## config.mk

```make
export PLATFORM = sky130hd
export DESIGN_NAME = calc_seq
export DESIGN_NICKNAME = d
export VERILOG_FILES = /design/src/rtl/calc_seq_pkg.sv /design/src/rtl/calc_seq.sv
export SDC_FILE = /design/constraint.sdc
export NUM_CORES = 1
export LEC_CHECK = 0
export CAP_MARGIN = 0
export CORE_MARGIN = 8
export CORE_UTILIZATION = 48
export CTS_CLUSTER_DIAMETER = 200
export DETAILED_ROUTE_END_ITERATION = 8
export GPL_ROUTABILITY_DRIVEN = 0
export HOLD_SLACK_MARGIN = 0.03
export PLACE_DENSITY = 0.88
export SYNTH_ARGS = -nofsm -noshare
export SYNTH_HDL_FRONTEND = slang
export SYNTH_SLANG_ARGS = --single-unit
```

## constraint.sdc

```tcl
create_clock -name clk -period 4.4 [get_ports clk]
set_clock_uncertainty 0.2 [all_clocks]
set_input_delay 1.32 -clock clk [delete_from_list [all_inputs] [get_ports clk]]
set_output_delay 1.32 -clock clk [all_outputs]
set_load 0.02 [all_outputs]
```

## src/rtl/calc_seq_pkg.sv

```systemverilog
// calc_seq shared definitions
// State encoding, message codes and request word layout
package calc_seq_pkg;

  typedef enum logic [3:0] {
    S_IDLE      = 4'd0,
    S_CMP       = 4'd1,
    S_WAIT_CMP  = 4'd2,
    S_ALU       = 4'd3,
    S_WAIT_ALU  = 4'd4,
    S_CONV      = 4'd5,
    S_WAIT_CONV = 4'd6,
    S_DISP      = 4'd7,
    S_DONE      = 4'd8,
    S_ERR       = 4'd9
  } state_t;

  localparam logic [1:0] MSG_NORMAL = 2'b00;
  localparam logic [1:0] MSG_ERR    = 2'b11;

  localparam int A_LSB  = 0;
  localparam int B_LSB  = 8;
  localparam int OP_LSB = 16;

endpackage

```

## src/rtl/calc_seq.sv

```systemverilog
// calc_seq: sequences cmp, alu, conv and display stages
// with per-stage done handshakes and a wait timeout
module calc_seq
  import calc_seq_pkg::*;
#(
  parameter int TIMEOUT = 255,
  parameter int WORD_W  = 20
) (
  input  logic              clk,
  input  logic              rst,
  input  logic              start,
  input  logic [WORD_W-1:0] word_in,
  output logic [WORD_W-1:0] word_out,
  output logic              cmp_sel,
  input  logic              cmp_done,
  output logic              alu_sel,
  input  logic              alu_done,
  output logic              conv_sel,
  input  logic              conv_done,
  output logic              disp_sel,
  output logic              wr_en,
  output logic [1:0]        msg,
  output logic              busy,
  output logic              done,
  output logic              err
);

  localparam int CLG = $clog2(TIMEOUT + 1);
  localparam int CW  = (CLG > 8) ? CLG : 8;
  localparam logic [CW-1:0] LAST = CW'(TIMEOUT - 1);

  state_t        state_q;
  logic [CW-1:0] cnt_q;
  logic          wait_done;

  // Done level of the stage currently being waited on
  always_comb begin
    wait_done = 1'b0;
    unique case (state_q)
      S_WAIT_CMP:  wait_done = cmp_done;
      S_WAIT_ALU:  wait_done = alu_done;
      S_WAIT_CONV: wait_done = conv_done;
      default:     wait_done = 1'b0;
    endcase
  end

  // Sequencer FSM with registered strobes and status
  always_ff @(posedge clk) begin
    if (rst) begin
      state_q  <= S_IDLE;
      cnt_q    <= '0;
      word_out <= '0;
      cmp_sel  <= 1'b0;
      alu_sel  <= 1'b0;
      conv_sel <= 1'b0;
      disp_sel <= 1'b0;
      wr_en    <= 1'b0;
      msg      <= MSG_NORMAL;
      busy     <= 1'b0;
      done     <= 1'b0;
      err      <= 1'b0;
    end else begin
      cmp_sel  <= 1'b0;
      alu_sel  <= 1'b0;
      conv_sel <= 1'b0;
      disp_sel <= 1'b0;
      wr_en    <= 1'b0;
      done     <= 1'b0;
      unique case (state_q)
        S_IDLE, S_DONE, S_ERR: begin
          if (start) begin
            state_q  <= S_CMP;
            word_out <= word_in;
            err      <= 1'b0;
            msg      <= MSG_NORMAL;
            busy     <= 1'b1;
            cmp_sel  <= 1'b1;
            wr_en    <= 1'b1;
          end else if (state_q == S_DONE) begin
            state_q <= S_IDLE;
          end
        end
        S_CMP: begin
          state_q <= S_WAIT_CMP;
          cnt_q   <= '0;
        end
        S_ALU: begin
          state_q <= S_WAIT_ALU;
          cnt_q   <= '0;
        end
        S_CONV: begin
          state_q <= S_WAIT_CONV;
          cnt_q   <= '0;
        end
        S_WAIT_CMP, S_WAIT_ALU, S_WAIT_CONV: begin
          if (wait_done) begin
            wr_en <= 1'b1;
            if (state_q == S_WAIT_CMP) begin
              state_q <= S_ALU;
              alu_sel <= 1'b1;
            end else if (state_q == S_WAIT_ALU) begin
              state_q  <= S_CONV;
              conv_sel <= 1'b1;
            end else begin
              state_q  <= S_DISP;
              disp_sel <= 1'b1;
            end
          end else if (cnt_q == LAST) begin
            state_q  <= S_ERR;
            err      <= 1'b1;
            msg      <= MSG_ERR;
            busy     <= 1'b0;
            disp_sel <= 1'b1;
            wr_en    <= 1'b1;
          end else begin
            cnt_q <= cnt_q + 1'b1;
          end
        end
        S_DISP: begin
          state_q <= S_DONE;
          busy    <= 1'b0;
          done    <= 1'b1;
        end
        default: state_q <= S_IDLE;
      endcase
    end
  end

endmodule

```

==> metrics <==
first-pass GRT wire length 6.88 mm; fin util 69.0%; routed vias 1634; Distinct cells, synth 40; cell area after synthesis 1700 um2; max-cap check violation count 0; Pins Over Slew Limit 0; Routed met1 length 1.79 mm; placed inst area 2240 um2; Post-synth EDFFs 0; remaining antenna violation count after routing 0; row count 21; synthesized flop and latch total 40; fraction of registers with async set/reset 0%; Max Root-Sink Buffers 2; number of I/O pins 56; Worst-Skew Late Latency 0.35 ns; drt pass-1 iters 4; Initial Utilization 50.5%; RSZ-0062 raised after global routing false; Worst setup EP type flop; crit path max fanout 10; final-stage net count 283; synthesis-to-finish area growth 36.6%; final hold vios 0; H-tree Lvls 2; vias in the first global route 1572; Slew @ Worst Pin 0.776 ns; VDD IR-drop max 0.000207 V; die height 75.5 um; GRT Resource Usage Total 15.7%; Req. time, crit path 4.49 ns; worst setup margin 1.23 ns; drt total wl 4.32 mm; largest net degree at the start of global routing 24; Port Buffer Count 55; Fmax 315 MHz; initial antenna violation count 0; Syn Inst Count 207; DRC 0; DR top layer met4; met3 wire length 339 um; PostCTS Resize Cnt 0; CP arrival 3.26 ns; final setup vio count 0; minimum clock period 3.17 ns; CTS Sinks 40; vias per inst 5.41; PwrDens 364 nW/um2; aggregate global routing overflow 0; TNS Setup 0 ns; Detailed Route Iter0 Violations 101; Seq/Total Area, Yosys 47.1%; CP startpoint kind input port; root buf cell clkbuf_4; Die Wd 75.5 um; Final Cell Area 2320 um2; met2 wire len 2.12 mm; CTS tree built; # diodes 0; HP Class flop to flop; leak pwr 0.000825 uW; Worst slew margin 48.3%; worst slack, placed 0.916 ns; Yosys warning total 0; final period utilization 72.1%; clock-pin transition on the worst setup and hold timing paths 0.11 ns; outcome completed; CORE AREA 3360 um2; kind of critical path input port to flop; Post-CTS Setup Bufs 0; DP Wirelength 3.11 mm; # hold bufs at CTS 0; total die area 5700 um2; Syn Area/Cell 8.21 um2; Inserted Clock Buffers 5; syn nets 235; hold slack 0.260 ns; layout cells sized above 1 5.08%; Synth Flop Type dfxtp_1; Routed wire per std cell 14.3 um
-- per-stage QoR --
stage | instances | power, uW
detailed placement | 294 | 617
finish | 302 | 844
global route | 302 | 890
CTS | 302 | 855
floorplan | 207 | 532
global placement | 294 | 612
-- placed cells by master, fill, tap and decap left out, types with 2 or more instances in the layout --
| cell type | Yosys | routed |
|---|---|---|
| clkdlybuf4s50_1 | 0 | 55 |
| or3_1 | 5 | 5 |
| o21ai_0 | 9 | 9 |
| and4_1 | 2 | 2 |
| nor2_1 | 6 | 6 |
| nor3_1 | 5 | 5 |
| and3_1 | 3 | 3 |
| a31oi_1 | 4 | 4 |
| nor4_1 | 2 | 2 |
| dfxtp_1 | 40 | 40 |
| o31ai_1 | 2 | 2 |
| a21oi_1 | 34 | 34 |
| inv_1 | 3 | 3 |
| clkbuf_4 | 0 | 5 |
| nand4_1 | 6 | 6 |
| nand2_1 | 45 | 45 |
| ha_1 | 2 | 2 |
| nor2b_1 | 2 | 2 |
| or4_1 | 2 | 2 |
| and2_1 | 2 | 2 |
-- where the power goes --
group,leakage [uW],switching [uW],total [uW],internal (uW)
Clock,0.0000422,117,236,119
Sequential,0.000327,21.3,408,386
Combinational,0.000456,109,200,91.8
-- path summary, 6_finish.rpt --
check | cells past startpoint | to | start | slack, ns
worst max-delay path | 6 | cnt_q[6] | alu_done | 1.23
worst min-delay path | 2 | word_out[11] | word_out[11] | 0.26
worst max register to register | 5 | cnt_q[6] | state_q[1] | 1.90
worst min register to register | 2 | word_out[11] | word_out[11] | 0.26
-- flip-flops by register name (all words and copies together) (netlist names) --
name	flops
done	1
wr_en	1
alu_sel	1
busy	1
conv_sel	1
msg	1
disp_sel	1
state_q	4
cmp_sel	1
word_out	20
cnt_q	8
-- worst max-delay path, stage by stage --
cell and delay [ns]:
clkdlybuf4s50_1 0.44, mux2_4 0.30, a32oi_2 0.44, nand2_1 0.17, or4_1 0.43, a21oi_1 0.16
-- Yosys cell counts (all sizes together), types with 2 or more instances --
cell type / n / area (um2)
and3: 3 / 18.8
clkbuf: 8 / 30.0
o21ai: 9 / 45.0
nor3: 6 / 35.0
dfxtp: 40 / 801
a21oi: 34 / 170
and2: 2 / 12.5
nand2: 45 / 169
ha: 2 / 25.0
buf: 7 / 40.0
a31oi: 4 / 25.0
nor2: 6 / 22.5
o31ai: 2 / 15.0
and4: 2 / 17.5
nor2b: 2 / 12.5
nor4: 2 / 12.5
or4: 2 / 15.0
inv: 3 / 11.3
or3: 5 / 31.3
nand4: 6 / 37.5
-- metal layers --
metal	up-vias	GRT usage, %
met4	0	7.89
met3	8	4.61
li1	835	-
met1	741	16.8
met5	-	0
met2	50	27.4
-- area by class of cell --
cell class / instances / area (um2)
inverters: 3 / 11.3
multi-input cells: 149 / 817
repair buffers: 56 / 558
clock inverters: 2 / 35.0
clock buffers: 6 / 41.3
flip-flops and latches: 40 / 801
well taps: 46 / 57.6
fillers: 304 / 1040
-- cells by family after synthesis --
family | share of synthesized area [%]
flip-flops | 47.1
XOR/XNOR | 0.516
adder cells (fa/ha/maj) | 1.47
multiplexers | 0.883
AND/OR/NAND/NOR | 24.8
buffers and inverters | 4.79
AO/OA/AOI/OAI | 20.4
(Power assumes the default switching activity.)
